File: config.mk
export PLATFORM = sky130hd
export DESIGN_NAME = bcd_score_counter
export DESIGN_NICKNAME = d
export VERILOG_FILES = /design/src/rtl/bcd_score_counter.sv
export SDC_FILE = /design/constraint.sdc
export NUM_CORES = 1
export LEC_CHECK = 0
export ABC_AREA = 1
export BUFFER_PORTS_ARGS = -buffer_cell sky130_fd_sc_hd__clkbuf_2
export CORE_MARGIN = 8
export CORE_UTILIZATION = 25
export CTS_CLUSTER_SIZE = 40
export DETAILED_ROUTE_END_ITERATION = 8
export GPL_TIMING_DRIVEN = 1
export PLACE_DENSITY_LB_ADDON = 0.25
export REMOVE_ABC_BUFFERS = 1
export SLEW_MARGIN = 20
export SYNTH_ARGS = -nofsm -noshare
export SYNTH_HDL_FRONTEND = slang
export SYNTH_SLANG_ARGS = --single-unit
export TNS_END_PERCENT = 1
File: constraint.sdc
create_clock -name clk -period 5.5 [get_ports clk]
set_clock_uncertainty 0.1 [all_clocks]
set_input_delay 0.825 -clock clk [delete_from_list [all_inputs] [get_ports clk]]
set_output_delay 0.825 -clock clk [all_outputs]
set_load 0.005 [all_outputs]
File: src/rtl/bcd_score_counter.sv
// Saturating game score with registered packed-BCD mirror, survival-tick divider
// and collision-edge penalty, steered by the game-state input.
module bcd_score_counter #(
   parameter  int DIGITS      = 2,
   parameter  int TICK_CYCLES = 60000000,
   parameter  int START_SCORE = 10,
   parameter  int MAX_SCORE   = 99,
   parameter  int INC         = 1,
   parameter  int PENALTY     = 1,
   localparam int SCORE_W     = $clog2(10**DIGITS)
) (
   input  logic                  clk,
   input  logic                  reset,
   input  logic [1:0]            state,
   input  logic                  collision_detect,
   output logic [SCORE_W-1:0]    score,
   output logic [4*DIGITS-1:0]   bcd,
   output logic                  at_max,
   output logic                  at_zero,
   output logic                  tick
);

   typedef enum logic [1:0] {ST_IDLE = 2'd0, ST_RUN = 2'd1, ST_WIN = 2'd2, ST_OVER = 2'd3} gameState_t;

   localparam int DIV_W = $clog2(TICK_CYCLES);
   localparam int SW2   = SCORE_W + 2;

   function automatic logic [4*DIGITS-1:0] toBcd(input logic [SCORE_W-1:0] value);
      logic [4*DIGITS+SCORE_W-1:0] dd;
      dd = '0;
      dd[SCORE_W-1:0] = value;
      for (int i = 0; i < SCORE_W; i++) begin
         for (int d = 0; d < DIGITS; d++) begin
            if (dd[SCORE_W+4*d +: 4] >= 4'd5)
               dd[SCORE_W+4*d +: 4] = dd[SCORE_W+4*d +: 4] + 4'd3;
         end
         dd = dd << 1;
      end
      return dd[SCORE_W +: 4*DIGITS];
   endfunction

   localparam logic [SCORE_W-1:0]    START_VAL = SCORE_W'(START_SCORE);
   localparam logic [SCORE_W-1:0]    MAX_VAL   = SCORE_W'(MAX_SCORE);
   localparam logic [4*DIGITS-1:0]   START_BCD = toBcd(START_VAL);
   localparam logic [4*DIGITS-1:0]   ALL_NINES = {DIGITS{4'h9}};
   localparam logic signed [SW2-1:0] INC_S     = SW2'(INC);
   localparam logic signed [SW2-1:0] PEN_S     = SW2'(PENALTY);
   localparam logic signed [SW2-1:0] MAX_S     = SW2'(MAX_SCORE);

   gameState_t             w_state;
   logic                   w_edge;
   logic                   w_applyTick;
   logic signed [SW2-1:0]  w_sum;
   logic [SCORE_W-1:0]     w_nextScore;
   logic [4*DIGITS-1:0]    w_bcdNext;

   logic                   r_colQ;
   logic [DIV_W-1:0]       r_divCnt;
   logic [SCORE_W-1:0]     r_score;
   logic [4*DIGITS-1:0]    r_bcd;
   logic                   r_atMax;
   logic                   r_atZero;
   logic                   r_tick;

   assign w_state = gameState_t'(state);

   // Tick and penalty are summed before a single clamp so coincident events net out.
   always_comb begin
      w_edge      = collision_detect & ~r_colQ;
      w_applyTick = (w_state == ST_RUN) && (r_divCnt == DIV_W'(TICK_CYCLES - 1));
      w_sum       = $signed({2'b00, r_score})
                    + (w_applyTick ? INC_S : '0)
                    - (w_edge ? PEN_S : '0);
      w_nextScore = r_score;
      case (w_state)
         ST_IDLE: w_nextScore = START_VAL;
         ST_RUN: begin
            if (w_sum[SW2-1])
               w_nextScore = '0;
            else if (w_sum > MAX_S)
               w_nextScore = MAX_VAL;
            else
               w_nextScore = w_sum[SCORE_W-1:0];
         end
         default: w_nextScore = r_score;
      endcase
      w_bcdNext = toBcd(w_nextScore);
   end

   always_ff @(posedge clk or posedge reset) begin
      if (reset) begin
         r_colQ   <= 1'b0;
         r_divCnt <= '0;
         r_score  <= START_VAL;
         r_bcd    <= START_BCD;
         r_atMax  <= (START_VAL == MAX_VAL);
         r_atZero <= (START_VAL == '0);
         r_tick   <= 1'b0;
      end else begin
         r_colQ   <= collision_detect;
         r_tick   <= w_applyTick;
         if (w_state == ST_RUN)
            r_divCnt <= w_applyTick ? '0 : r_divCnt + DIV_W'(1);
         else
            r_divCnt <= '0;
         r_score  <= w_nextScore;
         r_bcd    <= (w_state == ST_WIN) ? ALL_NINES : w_bcdNext;
         r_atMax  <= (w_nextScore == MAX_VAL);
         r_atZero <= (w_nextScore == '0);
      end
   end

   assign score   = r_score;
   assign bcd     = r_bcd;
   assign at_max  = r_atMax;
   assign at_zero = r_atZero;
   assign tick    = r_tick;

endmodule
### Word-level counts from Yosys, hierarchy flattened

Index checks and enable logic that the tools add are counted.

| word-level totals | value |
|---|---|
| word-level logic and storage cells | 61 |
| register bits after elaboration | 45 |
| input port bits | 5 |

| cells by class | value |
|---|---|
| $add $sub $neg | 14 |
| $lt $le $gt $ge | 12 |
| reductions and logical operators | 3 |
| eq/ne operators | 4 |
| mux-type cells | 19 |
| bitwise gates (word level) | 2 |

Operators with widths:

| operator | number |
|---|---|
| 26-bit 2-to-1 mux | 2 |
| 4-bit by 3-bit greater-or-equal comparator with 1-bit output, second input constant | 9 |
| 26-bit by 1-bit adder with 26-bit output, second input constant | 1 |
| 26-bit equality test, second input constant | 1 |
| 4-bit by 2-bit adder with 4-bit output, second input constant | 5 |
| 4-bit 2-to-1 mux | 5 |
| 3-bit 2-to-1 mux | 6 |
| 7-bit 2-to-1 mux | 2 |
| 7-bit one-hot mux with 2 select lines | 1 |
| 3-bit by 2-bit adder with 3-bit output, second input constant | 4 |
| 9-bit by 8-bit greater-than comparator with 1-bit output, second input constant | 1 |
| 8-bit by 1-bit subtractor with 9-bit output | 1 |
| 7-bit by 1-bit adder with 8-bit output | 1 |
| 8-bit 2-to-1 mux | 1 |
| 7-bit equality test, second input constant | 1 |
| 7-bit zero test | 1 |
| 1-bit by 2-bit adder with 3-bit output, both inputs constant | 1 |
| 1-bit by 2-bit adder with 3-bit output, second input constant | 1 |
| 1-bit by 3-bit greater-or-equal comparator with 1-bit output, both inputs constant | 1 |
| 1-bit by 3-bit greater-or-equal comparator with 1-bit output, second input constant | 1 |
| 2-bit by 1-bit equality test with 1-bit output, second input constant | 1 |
| 2-bit equality test, second input constant | 1 |
| 2-bit zero test | 1 |
| 1-bit 2-to-1 mux | 2 |
| 3 further kinds | 3 |

### Logic depth before layout (Yosys ltp)

| logic depth | value |
|---|---|
| depth in word-level cells | 22 |
| gate-level depth with buffers | 50 |
| mapped depth without buffers | 50 |

### Worst setup path after synthesis

OpenSTA, ideal clock, no wires.

| timing path | value |
|---|---|
| path type | input-to-reg |
| start point | in state[1] |
| end point | reg r_bcd[1], in the netlist bcd[1] |
| data required time | 5329 ps |
| stages | 47 |
| setup time | 71 ps |
| path buffers | 1 |
| data arrival time | 6034 ps |
| setup slack | -705 ps |
| path through | buf_2 -> nor2_4 -> inv_1 -> nor2_1 -> inv_1 -> nor4_1 -> inv_1 -> ha_1 -> inv_1 -> ha_1 -> fa_1 -> nand2_2 -> nand2_1 -> nand3_2 -> nand2_2 -> nand2_1 -> nand2_1 -> nand3_1 -> (+11 left out) -> nand2_1 -> ha_1 -> nand2_1 -> nand3_4 -> nand2_4 -> nand2_2 -> nand2_1 -> inv_1 -> ha_1 -> nand3_1 -> nand4_1 -> and2_1 -> ha_1 -> nand2_2 -> nand3_2 -> nand2_1 -> inv_1 -> nor2_1 |

RTL lines:

| what | RTL line | RTL |
|---|---|---|
| start, declared | 14 | `input logic [1:0] state,` |
| 2-bit by 1-bit equality test with 1-bit output * | 70 | `w_applyTick = (w_state == ST_RUN) && (r_divCnt == DIV_W'(TICK_CYCLES - 1));` |
| 1-bit logical AND * | 70 |  |
| via w_applyTick | 52 | `logic w_applyTick;` |
| 1-bit 2-to-1 mux * | 72 | `+ (w_applyTick ? INC_S : '0)` |
| 7-bit by 1-bit adder with 8-bit output * | 72 |  |
| 8-bit by 1-bit subtractor with 9-bit output * | 73 | `- (w_edge ? PEN_S : '0);` |
| 9-bit by 8-bit greater-than comparator with 1-bit output | 80 | `else if (w_sum > MAX_S)` |
| 7-bit 2-to-1 mux | 80 |  |
| (+2 left out) | n/a |  |
| via w_nextScore[4] | 54 | `logic [SCORE_W-1:0] w_nextScore;` |
| (+1 left out) | n/a |  |
| 4-bit 2-to-1 mux * | 34 | `if (dd[SCORE_W+4*d +: 4] >= 4'd5)` |
| 4-bit by 2-bit adder with 4-bit output or 4-bit by 3-bit greater-or-equal comparator with 1-bit output (tied branches) | 35, 34 |  |
| 4-bit 2-to-1 mux * | 34 |  |
| 4-bit by 2-bit adder with 4-bit output or 4-bit by 3-bit greater-or-equal comparator with 1-bit output (tied branches) | 35, 34 |  |
| 4-bit 2-to-1 mux * | 34 |  |
| 4-bit by 3-bit greater-or-equal comparator with 1-bit output * | 34 |  |
| 4-bit 2-to-1 mux * | 34 |  |
| 8-bit 2-to-1 mux * | 107 | `r_bcd <= (w_state == ST_WIN) ? ALL_NINES : w_bcdNext;` |
| end signal, assigned | 107 |  |
| end, declared | 60 | `logic [4*DIGITS-1:0] r_bcd;` |

Mark *: on every way through the listed nets, which the timed path passes. The rest lies on a longest branch.

### Worst setup path after layout

| timing path | value |
|---|---|
| start point | reg r_divCnt[1] |
| end point | reg r_bcd[1], in the netlist bcd[1] |

RTL lines:

| what | RTL line | RTL |
|---|---|---|
| start, declared | 58 | `logic [DIV_W-1:0] r_divCnt;` |
| start signal, assigned | 103 | `r_divCnt <= w_applyTick ? '0 : r_divCnt + DIV_W'(1);` |
| 26-bit equality test * | 70 |  |
| 1-bit logical AND * | 70 |  |
| via w_applyTick | 52 |  |
| 1-bit 2-to-1 mux * | 72 |  |
| 7-bit by 1-bit adder with 8-bit output * | 72 |  |
| 8-bit by 1-bit subtractor with 9-bit output * | 73 |  |
| 9-bit by 8-bit greater-than comparator with 1-bit output | 80 |  |
| 7-bit 2-to-1 mux | 80 |  |
| (+2 left out) | n/a |  |
| via w_nextScore[4] | 54 |  |
| (+1 left out) | n/a |  |
| 4-bit 2-to-1 mux * | 34 |  |
| 4-bit by 2-bit adder with 4-bit output or 4-bit by 3-bit greater-or-equal comparator with 1-bit output (tied branches) | 35, 34 |  |
| 4-bit 2-to-1 mux * | 34 |  |
| 4-bit by 2-bit adder with 4-bit output or 4-bit by 3-bit greater-or-equal comparator with 1-bit output (tied branches) | 35, 34 |  |
| 4-bit 2-to-1 mux * | 34 |  |
| 4-bit by 3-bit greater-or-equal comparator with 1-bit output * | 34 |  |
| 4-bit 2-to-1 mux * | 34 |  |
| 8-bit 2-to-1 mux * | 107 |  |

Marked as above.

==> metrics.sh <==
SYNTH_MOST_COMMON_CELL='nand2_1'
PLACED_AREA_MM2=0.004034
CP.ARRIVAL_PS=5610
WORST_SETUP_PATH_STARTPOINT='r_divCnt[1]'
RSZ0062_AT_GRT='true'
SYNTHCELLS=399
START_KIND='flop'
REPORT.FINAL.HOLD_VIOL_COUNT=0
CLOCK_LATENCY_PS=280
SYNTH_AREA_LEADERS='dfrtp_1 33%, nand2_1 8.6%, inv_1 8.0%, ha_1 7.8%, nand3_1 4.4%'
IO_PINS=23
STD_CELL_ROWS=41
INITIAL_UTILIZATION_PCT=25.42
ROOT_BUF_CELL='clkbuf_16'
WORST_R2R_STARTPOINT='r_divCnt[1]'
SYNTH.YOSYS.SEQ_AREA_SHARE_PCT=35.37
FIN_CELLS=700
ANTENNA_VIOLATING_NETS_POST_ROUTE=0
DIE_W_UM=129.0
CLK_PIN_SLEW_PS=60
CRIT_PATH_MAX_FANOUT=4
SYNTH_COMMONEST_CELLS='73 x nand2_1, 68 x inv_1, 42 x dfrtp_1'
SYNTH_EDF_COUNT=0
DP_HPWL_MM=6.009
POWER.DENSITY_mW_PER_MM2=671.7
LARGEST_INCREMENTAL_DELAY_ON_THE_CRITICAL_PATH_PS=370
PLACEMENT.IO_BUFFERS=22
CELL_AREA_AFTER_SYNTHESIS_MM2=0.003194
POST_ROUTE_CELLS_DRIVE_ABOVE_1_SHARE_PCT=47.92
CTSHTREEMAXLEVEL=2
GRT_ANTENNA_BEFORE_REPAIR=0
FILLER_CELL_COUNT=1273
ANTENNA_DIODE_COUNT=0
SYNTH.AVG_CELL_AREA_UM2=8.006
GRT_START_MAX_NET_PINS=46
YS_SEQ_ELEMENTS=45
DRV.MAX_CAP_VIOLATION_COUNT=0
DETAILROUTE.VIA_COUNT=3000
FIRST_GLOBAL_VIAS=3062
CORE_MM2=0.01257
DETAIL_ROUTE.VIAS_PER_CELL=4.286
TOTAL_LEAKAGE_POWER_nW=2.404
POST_SYNTH_CELL_TYPES=47
SYN2LAYOUT_AREA_GROWTH_PCT=49.63
FINAL_NET_COUNT=553
CTS.PATH.MAX_BUFFERS=2
WORSTHOLDPATHTYPE='flop to flop'
TOTALWIRELENGTH_MM=8.284
TOTAL_POWER_mW=3.210
REQUIRED_PS=5620
REMAINING_DRC_ERRORS=0
WORSTMARGINPINSLEW_PS=837.3
FP.DIEAREA_MM2=0.01665
STATUS='finished clean'
CTS_MADE_BUFFERS=5
SLEW_HEADROOM_PCT=44.18
SLEW_VIOL_FINAL=0
SYNTH_TOP_CELL_BY_AREA='dfrtp_1'
WORST-SETUP-PATH-TYPE='flop to flop'
GRT.OVERFLOW.TOTAL=0
CHIPHEIGHT_UM=129.0
MIN_PERIOD_PS=5498
SYNTH_TOP_CELL_AREA_SHARE_PCT=32.90
SYNTH-WARNING-COUNT=0
SLOWEST_STAGE='fa_2'
LAYOUT_WORST_PATH_CYCLE_SHARE_PCT=99.97
PLACEDCELLCOUNT=662
CRITPATHCAPTURETYPE='flop'
CP_COMMON_CELL='nand2_4'
WORST_IR_DROP_VDD_mV=0.3948
WORST_HOLD_STARTPOINT='r_divCnt[17]'
DRT-PASS1-ITER-COUNT=4
POST_CTS_HOLD_BUFFER_COUNT=0
CTS_SINKS=45
DOMINANTREGCELLSYNTH='dfrtp_1'
SYNTHARSTFLOPSHARE_PCT=100.0
CLOCK_TREE_FROM_TRITONCTS='built'
POST_DRT_WL_PER_CELL_UM=11.83
GLOBAL_ROUTE.USAGE.TOTAL_PCT=10.17
FINAL.HOLD.WORST_SLACK_PS=411.0
FINALWEIGHTEDCONGESTION=0.8025
FIRST_ITER_VIOLATIONS=67
TIMING.FINAL.SETUP_VIOLATIONS=0
GLOBAL_ROUTE_WIRE_LENGTH_BEFORE_REPAIR_MM=13.99
MAX_FREQ_MHz=181.9
POSTLAYOUTCELLAREA_MM2=0.004780
-- per-stage QoR --
stage	worst slack [ps]	utilization, %	TNS, ps
floorplan	-555.6	-	-2625
global placement	-646.5	32.10	-3732
detailed placement	-939.6	32.10	-5567
CTS	-69.78	36.47	-245.8
global route	-333.1	38.03	-1782
finish	1.915	38.03	0
-- final timing paths --
kind,end,slack [ps],depth (start not counted)
worst min-delay path,r_divCnt[17],410,2
worst min register to register,r_divCnt[17],410,2
max in group asynchronous,r_divCnt[4],4260,2
min in group asynchronous,bcd[3],550,2
worst max register to register,bcd[1],2,43
worst max-delay path,bcd[1],2,43
-- cell type report --
| class | instances | area (um2) | area share, % |
|---|---|---|---|
| Timing Repair Buffer | 123 | 875.8 | 18.32 |
| Sequential cell | 45 | 1130 | 23.64 |
| Clock buffer | 7 | 142.6 | 2.984 |
| Tap cell | 172 | 215.2 | 4.503 |
| Inverter | 74 | 286.5 | 5.995 |
| Clock inverter | 1 | 30.03 | 0.6283 |
| Multi-Input combinational cell | 278 | 2100 | 43.93 |
-- layer usage --
metal  GRT usage, %  vias to the layer above  share of wire [%]
met5              0                        -                  0
met4          2.557                        0                1.5
met3          1.643                        9                1.6
met2          18.23                       19                 52
met1          12.37                     1431                 45
li1               -                     1541                  -
-- cells by family (layout without fill, tap and decap cells) --
logic type	after synthesis	after routing	synth area share (%)
AOI/OAI and AO/OA	41	41	8.304
xor gates and xnor gates	5	5	1.371
adders and majority gates	21	21	8.461
buffers and inverters	76	205	9.440
DFF	45	45	35.37
and+or+nand+nor	211	211	37.05
-- cell usage in the layout, fill, tap and decap left out, types with 3 or more instances in the layout --
| cell | instances |
|---|---|
| buf_4 | 99 |
| nand2_1 | 59 |
| inv_1 | 56 |
| dfrtp_1 | 42 |
| nand2_2 | 24 |
| clkbuf_2 | 22 |
| nor2_1 | 20 |
| nand3_1 | 20 |
| inv_2 | 15 |
| nand2_4 | 15 |
| a21oi_1 | 14 |
| nor3_1 | 14 |
| nand3_2 | 11 |
| nand3_4 | 9 |
| o21ai_0 | 9 |
| ha_1 | 9 |
| ha_4 | 8 |
| nor4_1 | 7 |
| nor2_2 | 6 |
| nor2_4 | 5 |
| nand4_1 | 5 |
| clkbuf_16 | 5 |
| or2_2 | 4 |
| o21ai_1 | 3 |
| xor2_1 | 3 |
| ha_2 | 3 |
| dfstp_2 | 3 |
-- critical path: cells and delay by family, from the launching register on --
kind,cells,cell delay (ps)
adders and majority gates,7,1640
and+or+nand+nor,26,2510
DFF,1,360
buffers and inverters,10,840
-- sequential cells by signal (all words and copies together), names as in the netlist --
name,count
bcd,8
at_zero,1
at_max,1
r_colQ,1
tick,1
score,7
r_divCnt,26
-- what timing repair did --
action,in CTS,in global routing
gates resized for setup,52,32
setup endpoints to repair,7,7
pin swaps,34,30
setup buffers,24,7
-- report_power, final --
part           switching (mW)  internal (mW)
Combinational            1.30           1.12
Clock                   0.127          0.227
Sequential             0.0337          0.396
Total                    1.47           1.75
Note: power is estimated with default switching activity, not from simulation.
